### config.mk
export PLATFORM = sky130hd
export DESIGN_NAME = pulse_cmd_regfile
export DESIGN_NICKNAME = d
export VERILOG_FILES = /design/src/rtl/pulse_cmd_pkg.sv /design/src/rtl/pulse_cmd_tx_seq.sv /design/src/rtl/pulse_cmd_regfile.sv
export SDC_FILE = /design/constraint.sdc
export NUM_CORES = 1
export LEC_CHECK = 0
export BUFFER_PORTS_ARGS = -buffer_cell sky130_fd_sc_hd__buf_2
export CAP_MARGIN = 20
export CORE_MARGIN = 10
export CORE_UTILIZATION = 40
export CTS_CLUSTER_DIAMETER = 80
export DETAILED_ROUTE_END_ITERATION = 7
export GPL_TIMING_DRIVEN = 1
export HOLD_SLACK_MARGIN = 0.08
export PLACE_DENSITY_LB_ADDON = 0.12
export SLEW_MARGIN = 5
export SYNTH_ARGS = -nofsm -noshare
export SYNTH_HDL_FRONTEND = slang
export SYNTH_SLANG_ARGS = --single-unit
### constraint.sdc
create_clock -name clk -period 4.2 [get_ports clk]
set_clock_uncertainty 0.2 [all_clocks]
set_input_delay 0.42 -clock clk [delete_from_list [all_inputs] [get_ports clk]]
set_output_delay 0.42 -clock clk [all_outputs]
set_load 0.005 [all_outputs]
### src/rtl/pulse_cmd_pkg.sv
// Shared types and constants for the pulse-parameter command register file.
package pulse_cmd_pkg;

  typedef enum logic [1:0] {
    ST_RECV    = 2'd0,
    ST_EXEC    = 2'd1,
    ST_SEND    = 2'd2,
    ST_WAIT_TX = 2'd3
  } state_e;

  localparam logic [7:0] NAK_BYTE = 8'hEE;
  localparam int         READ_BIT = 7;

  localparam int DEF_NUM_REGS = 8;
  localparam int DEF_DATA_W   = 32;

  // reg0 = 200, reg1 = 201000, reg2 = reg3 = 30, remaining registers zero
  localparam logic [DEF_NUM_REGS*DEF_DATA_W-1:0] DEF_RST_VALS = {
    32'd0, 32'd0, 32'd0, 32'd0, 32'd30, 32'd30, 32'd201000, 32'd200
  };

endpackage

### src/rtl/pulse_cmd_tx_seq.sv
// Reply sequencer: walks a loaded reply buffer LSB byte first, one byte per
// tx_start, pausing for the UART busy flag between bytes.
module pulse_cmd_tx_seq
  import pulse_cmd_pkg::*;
#(
  parameter int DATA_BYTES = 4
) (
  input  logic                              clk_i,
  input  logic                              rst_i,
  input  logic                              load_i,
  input  logic [DATA_BYTES*8+7:0]           buf_i,
  input  logic [$clog2(DATA_BYTES+2)-1:0]   len_i,
  input  logic                              tx_busy_i,
  output logic                              tx_start_o,
  output logic [7:0]                        tx_byte_o,
  output logic                              busy_o
);

  localparam int BUF_W = DATA_BYTES*8 + 8;
  localparam int CNT_W = $clog2(DATA_BYTES+2);

  state_e           state_q;
  logic             guard_q;
  logic [CNT_W-1:0] rem_q;
  logic [BUF_W-1:0] buf_q;
  logic [7:0]       byte_q;

  always_ff @(posedge clk_i) begin
    if (rst_i) begin
      state_q <= ST_RECV;
      guard_q <= 1'b0;
      rem_q   <= '0;
      byte_q  <= '0;
    end else begin
      case (state_q)
        ST_SEND: begin
          if (!tx_busy_i) begin
            state_q <= ST_WAIT_TX;
            guard_q <= 1'b1;
            rem_q   <= rem_q - 1'b1;
            buf_q   <= {8'h00, buf_q[BUF_W-1:8]};
          end
        end
        ST_WAIT_TX: begin
          // first cycle ignores tx_busy so the UART has time to raise it
          if (guard_q) begin
            guard_q <= 1'b0;
          end else if (!tx_busy_i) begin
            if (rem_q == '0) begin
              state_q <= ST_RECV;
            end else begin
              byte_q  <= buf_q[7:0];
              state_q <= ST_SEND;
            end
          end
        end
        default: begin
          if (load_i) begin
            buf_q   <= buf_i;
            rem_q   <= len_i;
            byte_q  <= buf_i[7:0];
            state_q <= ST_SEND;
          end
        end
      endcase
    end
  end

  // gated by the live busy flag so a request can never overlap a busy UART
  assign tx_start_o = (state_q == ST_SEND) && !tx_busy_i;
  assign tx_byte_o  = byte_q;
  assign busy_o     = (state_q != ST_RECV);

endmodule

### src/rtl/pulse_cmd_regfile.sv
// UART-framed register file: collects payload+control frames, writes or reads
// a pulse-parameter register and returns a checksum/data/NAK reply.
module pulse_cmd_regfile
  import pulse_cmd_pkg::*;
#(
  parameter int DATA_BYTES  = 4,
  parameter int NUM_REGS    = 8,
  parameter int TIMEOUT_CYC = 2010000,
  parameter logic [NUM_REGS*DATA_BYTES*8-1:0] RST_VALS =
    (NUM_REGS*DATA_BYTES*8)'(DEF_RST_VALS)
) (
  input  logic                             clk,
  input  logic                             rst,
  input  logic                             rx_valid,
  input  logic [7:0]                       rx_byte,
  input  logic                             tx_busy,
  output logic                             tx_start,
  output logic [7:0]                       tx_byte,
  output logic [NUM_REGS*DATA_BYTES*8-1:0] regs,
  output logic [NUM_REGS-1:0]              upd_strobe,
  output logic                             cmd_err,
  output logic                             frame_to
);

  localparam int DATA_W = 8*DATA_BYTES;
  localparam int BUF_W  = DATA_W + 8;
  localparam int CNT_W  = $clog2(DATA_BYTES+2);
  localparam int TMR_W  = $clog2(TIMEOUT_CYC+1);
  localparam logic [CNT_W-1:0] CNT_FULL = CNT_W'(DATA_BYTES);
  localparam logic [TMR_W-1:0] TMR_LAST = TMR_W'(TIMEOUT_CYC-1);

  state_e                     state_q;
  logic [CNT_W-1:0]           cnt_q;
  logic [TMR_W-1:0]           tmr_q;
  logic [DATA_W-1:0]          pay_q;
  logic [DATA_W-1:0]          pay_d;
  logic [7:0]                 ctrl_q;
  logic [NUM_REGS*DATA_W-1:0] regs_q;
  logic [NUM_REGS-1:0]        upd_q;
  logic                       err_q;
  logic                       to_q;

  logic                       seq_busy;
  logic                       rx_ok;
  logic                       load;
  logic [6:0]                 idx;
  logic                       is_rd;
  logic                       idx_ok;
  logic [DATA_W-1:0]          rd_data;
  logic [BUF_W-1:0]           reply_buf;
  logic [CNT_W-1:0]           reply_len;
  logic [DATA_W+7:0]          shift_tmp;

  function automatic logic [7:0] byte_sum(input logic [DATA_W-1:0] w);
    logic [7:0] s;
    s = 8'h00;
    for (int i = 0; i < DATA_BYTES; i++) s = s + w[i*8 +: 8];
    return s;
  endfunction

  always_comb begin
    // payload arrives LSB first, so new bytes enter at the top and shift down
    shift_tmp = {rx_byte, pay_q};
    pay_d     = shift_tmp[DATA_W+7:8];

    idx    = ctrl_q[6:0];
    is_rd  = ctrl_q[READ_BIT];
    idx_ok = (idx < 7'(NUM_REGS));

    rd_data = '0;
    for (int i = 0; i < NUM_REGS; i++) begin
      if (idx == 7'(i)) rd_data = regs_q[i*DATA_W +: DATA_W];
    end

    reply_buf = '0;
    reply_len = CNT_W'(1);
    if (!idx_ok) begin
      reply_buf[7:0] = NAK_BYTE;
    end else if (is_rd) begin
      reply_buf = {byte_sum(rd_data), rd_data};
      reply_len = CNT_W'(DATA_BYTES+1);
    end else begin
      reply_buf[7:0] = byte_sum(pay_q);
    end

    rx_ok = rx_valid && (state_q == ST_RECV) && !seq_busy;
    load  = (state_q == ST_EXEC);
  end

  always_ff @(posedge clk) begin
    if (rst) begin
      state_q <= ST_RECV;
      cnt_q   <= '0;
      tmr_q   <= '0;
      regs_q  <= RST_VALS;
      upd_q   <= '0;
      err_q   <= 1'b0;
      to_q    <= 1'b0;
    end else begin
      upd_q <= '0;
      err_q <= 1'b0;
      to_q  <= 1'b0;
      case (state_q)
        ST_EXEC: begin
          state_q <= ST_RECV;
          for (int i = 0; i < NUM_REGS; i++) begin
            if (!is_rd && idx == 7'(i)) begin
              regs_q[i*DATA_W +: DATA_W] <= pay_q;
              upd_q[i]                   <= 1'b1;
            end
          end
          if (!idx_ok) err_q <= 1'b1;
        end
        default: begin
          state_q <= ST_RECV;
          // an accepted byte always wins over a timeout in the same cycle
          if (rx_ok) begin
            tmr_q <= '0;
            if (cnt_q == CNT_FULL) begin
              ctrl_q  <= rx_byte;
              cnt_q   <= '0;
              state_q <= ST_EXEC;
            end else begin
              pay_q <= pay_d;
              cnt_q <= cnt_q + 1'b1;
            end
          end else if (cnt_q != '0) begin
            if (tmr_q == TMR_LAST) begin
              cnt_q <= '0;
              tmr_q <= '0;
              to_q  <= 1'b1;
            end else begin
              tmr_q <= tmr_q + 1'b1;
            end
          end
        end
      endcase
    end
  end

  pulse_cmd_tx_seq #(
    .DATA_BYTES(DATA_BYTES)
  ) u_tx_seq (
    .clk_i      (clk),
    .rst_i      (rst),
    .load_i     (load),
    .buf_i      (reply_buf),
    .len_i      (reply_len),
    .tx_busy_i  (tx_busy),
    .tx_start_o (tx_start),
    .tx_byte_o  (tx_byte),
    .busy_o     (seq_busy)
  );

  assign regs       = regs_q;
  assign upd_strobe = upd_q;
  assign cmd_err    = err_q;
  assign frame_to   = to_q;

endmodule
======== Word level (Yosys, flattened, before mapping) ========
Index checks and enable logic that the tools add are counted.
storage, ports and cells
  input port bits ......................... 12
  flip-flop bits (word level) ............. 386
  word-level logic and storage cells ...... 150
operators by class
  reduce and logical (&&, ||, !) cells .... 45
  multiplexer cells ....................... 51
  order comparisons ....................... 1
  bitwise operators ....................... 7
  $add $sub $neg .......................... 9
  equal/unequal tests ..................... 16
operator list
  operator                                                              number
  32-bit two-way mux                                                    10
  40-bit two-way mux                                                    2
  40-bit one-hot mux with 2 select lines                                1
  21-bit two-way mux                                                    3
  8-bit adder                                                           6
  8-bit two-way mux                                                     6
  7-bit by 3-bit == test with 1-bit output, second input constant       4
  3-bit two-way mux                                                     8
  21-bit by 1-bit adder with 21-bit output, second input constant       1
  21-bit == test, second input constant                                 1
  2-bit AND reduction                                                   10
  8-bit one-hot mux with 2 select lines                                 1
  4-bit AND reduction                                                   4
  7-bit by 2-bit == test with 1-bit output, second input constant       2
  1-bit two-way mux                                                     12
  2-bit nonzero test                                                    6
  1-bit logical AND                                                     11
  2-bit two-way mux                                                     5
  2-bit != test, second input constant                                  4
  7-bit by 1-bit == test with 1-bit output, second input constant       1
  7-bit logical NOT                                                     1
  7-bit by 4-bit < comparator with 1-bit output, second input constant  1
  1-bit NOT                                                             7
  3-bit one-hot mux with 2 select lines                                 1
  other kinds (16)                                                      21

======== Depth between registers and ports, before layout ========
  word-level depth ........................ 16
  depth in mapped cells ................... 21
  depth with buffers taken out ............ 18

======== Hierarchy ========
A second synthesis with hierarchy kept.
unflattened totals
  cell total of the unflattened synthesis .. 2150
  area total of the unflattened synthesis .. 17962.2 µm²
modules (own cells, without submodules)
  module             instances  seq. area each (µm²)  cells an instance  area an instance (µm²)
  pulse_cmd_regfile  1          7026.7                1905               15499.9
  pulse_cmd_tx_seq   1          1481.4                245                2462.4

======== Least setup slack after synthesis ========
No wires, ideal clock.
  kind .................................... flip-flop to flip-flop
  start ................................... register ctrl_q[0]
  end ..................................... register u_tx_seq.buf_q[39] (data pin)
  data arrival time ....................... 4.030 ns
  cell stages (with the launch flop) ...... 21
  setup time .............................. 0.266 ns
  path slack .............................. -0.295 ns
  cells stage by stage .................... edfxtp_1 > buf_2 > buf_6 > buf_6 > nor3b_1 > a222oi_1 > o21ai_0 > o21ai_0 > a21oi_1 > fa_1 > fa_1 > ha_1 > inv_1 > fa_1 > nor2b_1 > o21ai_0 > nand2b_1 > a31oi_1 > xnor2_1 > xnor2_1 > nor2_1
between the ends
  longest elaborated chain between the ends .. 16
RTL lines
  element                                   line                      source
  start, declared                           pulse_cmd_regfile.sv:37   logic [7:0] ctrl_q;
  start signal, assigned                    pulse_cmd_regfile.sv:120  ctrl_q <= rx_byte;
  7-bit logical NOT                         pulse_cmd_regfile.sv:72   if (idx == 7'(i)) rd_data = regs_q[i*DATA_W +: DATA_W];
  32-bit two-way mux (8 in series)          pulse_cmd_regfile.sv:72
  8-bit adder (3 in series)                 pulse_cmd_regfile.sv:57   for (int i = 0; i < DATA_BYTES; i++) s = s + w[i*8 +: 8];
  32-bit two-way mux                        pulse_cmd_regfile.sv:79   end else if (is_rd) begin
  32-bit two-way mux *                      pulse_cmd_regfile.sv:77   if (!idx_ok) begin
  40-bit two-way mux *                      pulse_cmd_tx_seq.sv:58    if (load_i) begin
  40-bit one-hot mux with 2 select lines *  pulse_cmd_tx_seq.sv:35    case (state_q)
  end signal, assigned                      pulse_cmd_tx_seq.sv:41    buf_q <= {8'h00, buf_q[BUF_W-1:8]};
  end signal, assigned                      pulse_cmd_tx_seq.sv:59    buf_q <= buf_i;
  end, declared                             pulse_cmd_tx_seq.sv:25    logic [BUF_W-1:0] buf_q;
Every way passes the cells marked *; elsewhere a longest branch is shown, timed or not. The select of a mux whose other input is x is not followed.
A chain may end at the register's enable or synchronous reset.

======== Worst setup path in the final report ========
  start ................................... register ctrl_q[1]
  end ..................................... register u_tx_seq.buf_q[39] (data pin)
The elaborated chain is that of the path after synthesis.

==> results.toml <==
[route]
wire_per_inst_um = 24.4
vias_per_cell = 5.54
drt-pass1-iter-count = 6
first_iter_violations = 1732
routed_wl_mm = 71.2
ant_nets = 0
drc = 0
vias = 16200

[synthesis]
synth.top_cells.by_area = "dfxtp_1 35%, edfxtp_1 14%, nand2_1 12%, a21oi_1 8.0%, mux4_2 4.0%"
syn-cell-area_um2 = 17500
synth_top_area_share = 0.349
syn_nets = 2018
yosys_warnings = 0
synth_fa_ha_area_frac = 0.0457
ys_seq_area_frac = 0.487
synth_mux_area_frac = 0.0712
synth_flop_cell = "dfxtp_1"
synth_area_per_cell_um2 = 8.92
ys_types = 70
synth-seq-cells = 385
synthArstFlopShare = 0
synth_xor_area_frac = 0.0150
synth_top_family_by_area = "simple AND/OR/NAND/NOR gates"
synthSimpleGateAreaFrac = 0.193
synth_edf_count = 80
synth_cells = 1959
yosys.area.top_type = "dfxtp_1"
synth-compound-area-share = 0.136

[power]
p_leak_nw = 8.76
power_density_nw_per_um2 = 396
fin_total_pwr_w = 0.00870
peakVddDrop_mv = 0.247

[finish]
fin_nets = 2363
layout_commonest_cell = "nand2_1"
drive_gt1_frac = 0.267
area_delta_synth_final_pct = 25.8
diodes = 0
most-common-layout-cells = "560 x nand2_1, 305 x dfxtp_1, 285 x buf_2"

[sta]
period_share = 1.09
rsz0062_at_grt = "yes"
maxSlewViolCount = 0
slew-limit-headroom = 0.286
fmax_ghz = 0.219
worstMarginPinSlew_ps = 1060
min_period_ps = 4570
timing.final.hold_violations = 0
setup_violations = 4
worst_slack_ps = -370
setup_tns_ps = -880
hold-worst-slack_ps = 171

[worst_setup_path]
path_cells = "buf_4 > buf_4 > buf_12 > mux4_2 > mux2i_4 > nor2_4 > fa_1 > fa_1 > ha_2 > inv_2 > fa_2 > nor2b_4 > o21ai_2 > nand2b_1 > a31oi_1 > xnor2_1 > xnor2_1 > nor2_1"
cp.arrival_ps = 4650
reg2regPathDepth = 18
cpPeakStageDelay_ps = 530
critical_path.slowest_cell = "fa_1"
worst-path-buf-inv = 4
critPathLaunchType = "flip-flop"
cp_data_required_time_ps = 4280
endpoint_kind = "flip-flop"
crit_fanout = 8
path_delay_family = "adder cells"
worst-path-stages = 18
path_class = "flip-flop to flip-flop"

[clocking]
clk_pin_slew_worst_paths_ps = 60
cts_max_level = 2
clk_path_buf_depth = 3
clock_latency_ps = 580
cts_tree = "yes"
cts_made_buffers = 43
cts_num_sinks = 385
cts_root_buf = "clkbuf_16"

[global_routing]
grt_pass1_vias = 15600
grt_overflow = 0
grt_pass1_wl_mm = 105
antenna_found_initial = 1
grt_use_total = 0.262
grt_max_degree = 101

[place]
io_buffers = 286
post-place-ws_ps = -354
hpwl_mm = 50.8
routabilityCongestion = 0.974

[floorplan]
die_area_um2 = 52500
core_um2 = 43200
die_h_um = 229
die_w_um = 229
row_count = 76
start_util = 0.405
ios = 287

[run_status]
violations = "negative setup slack"
outcome = "finished, violations left"

[min_path]
min_path_type = "input pin to flip-flop"
worstHoldPathCells = 3

[run]
cap_violations = 0
## worst min-delay path: cells and delay by family
| kind | cells | cell delay, ps |
|---|---|---|
| AND/OR/NAND/NOR | 2 | 350 |
| buffers and inverters | 1 | 120 |
## metrics by stage
step	area [µm²]	util	std cells
after floorplan	17500	-	1959
after global placement	20100	0.466	2807
after detailed placement	20100	0.466	2807
after CTS	22000	0.509	2923
after global routing	22000	0.509	2919
final	22000	0.509	2919
## cells by family (layout without fill, tap and decap cells)
logic type | Yosys count | after routing
flip-flops | 385 | 385
buffers and inverters | 199 | 574
adder cells (fa/ha/maj) | 47 | 47
XOR/XNOR | 30 | 30
multiplexers | 83 | 83
AND/OR/NAND/NOR | 793 | 793
AO/OA/AOI/OAI | 422 | 422
## power breakdown
| group | internal [W] | switching (W) | total, W |
|---|---|---|---|
| clock | 0.00220 | 0.00158 | 0.00378 |
| sequential | 0.00386 | 0.0000896 | 0.00395 |
| combinational | 0.000365 | 0.000600 | 0.000966 |
## final timing paths
path                               start                               end  slack, ps
hold / removal                  rx_valid             state_q[0]$_SDFF_PP0_        170
setup reg to reg     ctrl_q[1]$_DFFE_PP_  u_tx_seq.buf_q[39]$_SDFFCE_PP0P_       -370
setup / recovery     ctrl_q[1]$_DFFE_PP_  u_tx_seq.buf_q[39]$_SDFFCE_PP0P_       -370
hold reg to reg   regs[125]$_SDFFE_PP0P_            regs[125]$_SDFFE_PP0P_        270
## sequential cells by signal, summed over array words and instances, names as in the netlist
| signal | cells |
|---|---|
| regs | 256 |
| u_tx_seq.buf_q | 40 |
| pay_q | 32 |
| tmr_q | 21 |
| ctrl_q | 8 |
| u_tx_seq.tx_byte_o | 8 |
| upd_strobe | 8 |
| cnt_q | 3 |
| u_tx_seq.rem_q | 3 |
| u_tx_seq.state_q | 2 |
| cmd_err | 1 |
| frame_to | 1 |
| state_q | 1 |
| u_tx_seq.guard_q | 1 |
## timing repair
item,CTS,global route
hold buffers,9,0
cloned,1,0
hold endpoints to repair,17,0
resized for setup,42,13
pin swaps,19,13
setup buffers,31,4
setup endpoints to repair,4,6
## per-layer routing
layer  wire, µm  global-route usage  up-vias  part of all wire
met4       2380              0.0927        2             0.033
met1      29600               0.350     7860              0.42
met2      32600               0.413      845              0.46
met5         11                   0        -           0.00015
met3       6650              0.0543      148             0.093
li1           -                   -     7329                 -
## cells in the mapped netlist, types with 4 or more instances
cell / number
a311oi_1: 4
o22ai_1: 9
buf_6: 4
and3_1: 16
xnor2_1: 19
a211oi_1: 4
a21o_1: 14
nand3_1: 20
clkbuf_1: 85
nand3b_1: 12
mux2_2: 20
a22oi_1: 4
nor2b_1: 18
nor3b_1: 10
dfxtp_1: 305
nand2_1: 560
inv_1: 33
edfxtp_1: 80
buf_4: 15
nor3_2: 4
fa_1: 28
xor2_1: 11
a222oi_1: 4
a31oi_1: 6
o21ai_1: 4
nand2b_1: 9
a211o_1: 9
mux2i_1: 32
nor3_1: 13
mux4_2: 31
buf_1: 4
o21ai_0: 53
buf_2: 56
nor2_1: 100
a21oi_1: 280
a22o_1: 17
nand4_1: 5
ha_1: 19
## layout make-up
cell class                      instances  area, µm²
Fill cell                            4148      21200
Sequential cell                       385       8510
Multi-Input combinational cell       1375       8290
Timing Repair Buffer                  466       2950
Clock buffer                           61       1210
Tap cell                              585        732
Clock inverter                         14        166
Inverter                               33        124
Note: power is estimated with default switching activity, not from simulation.
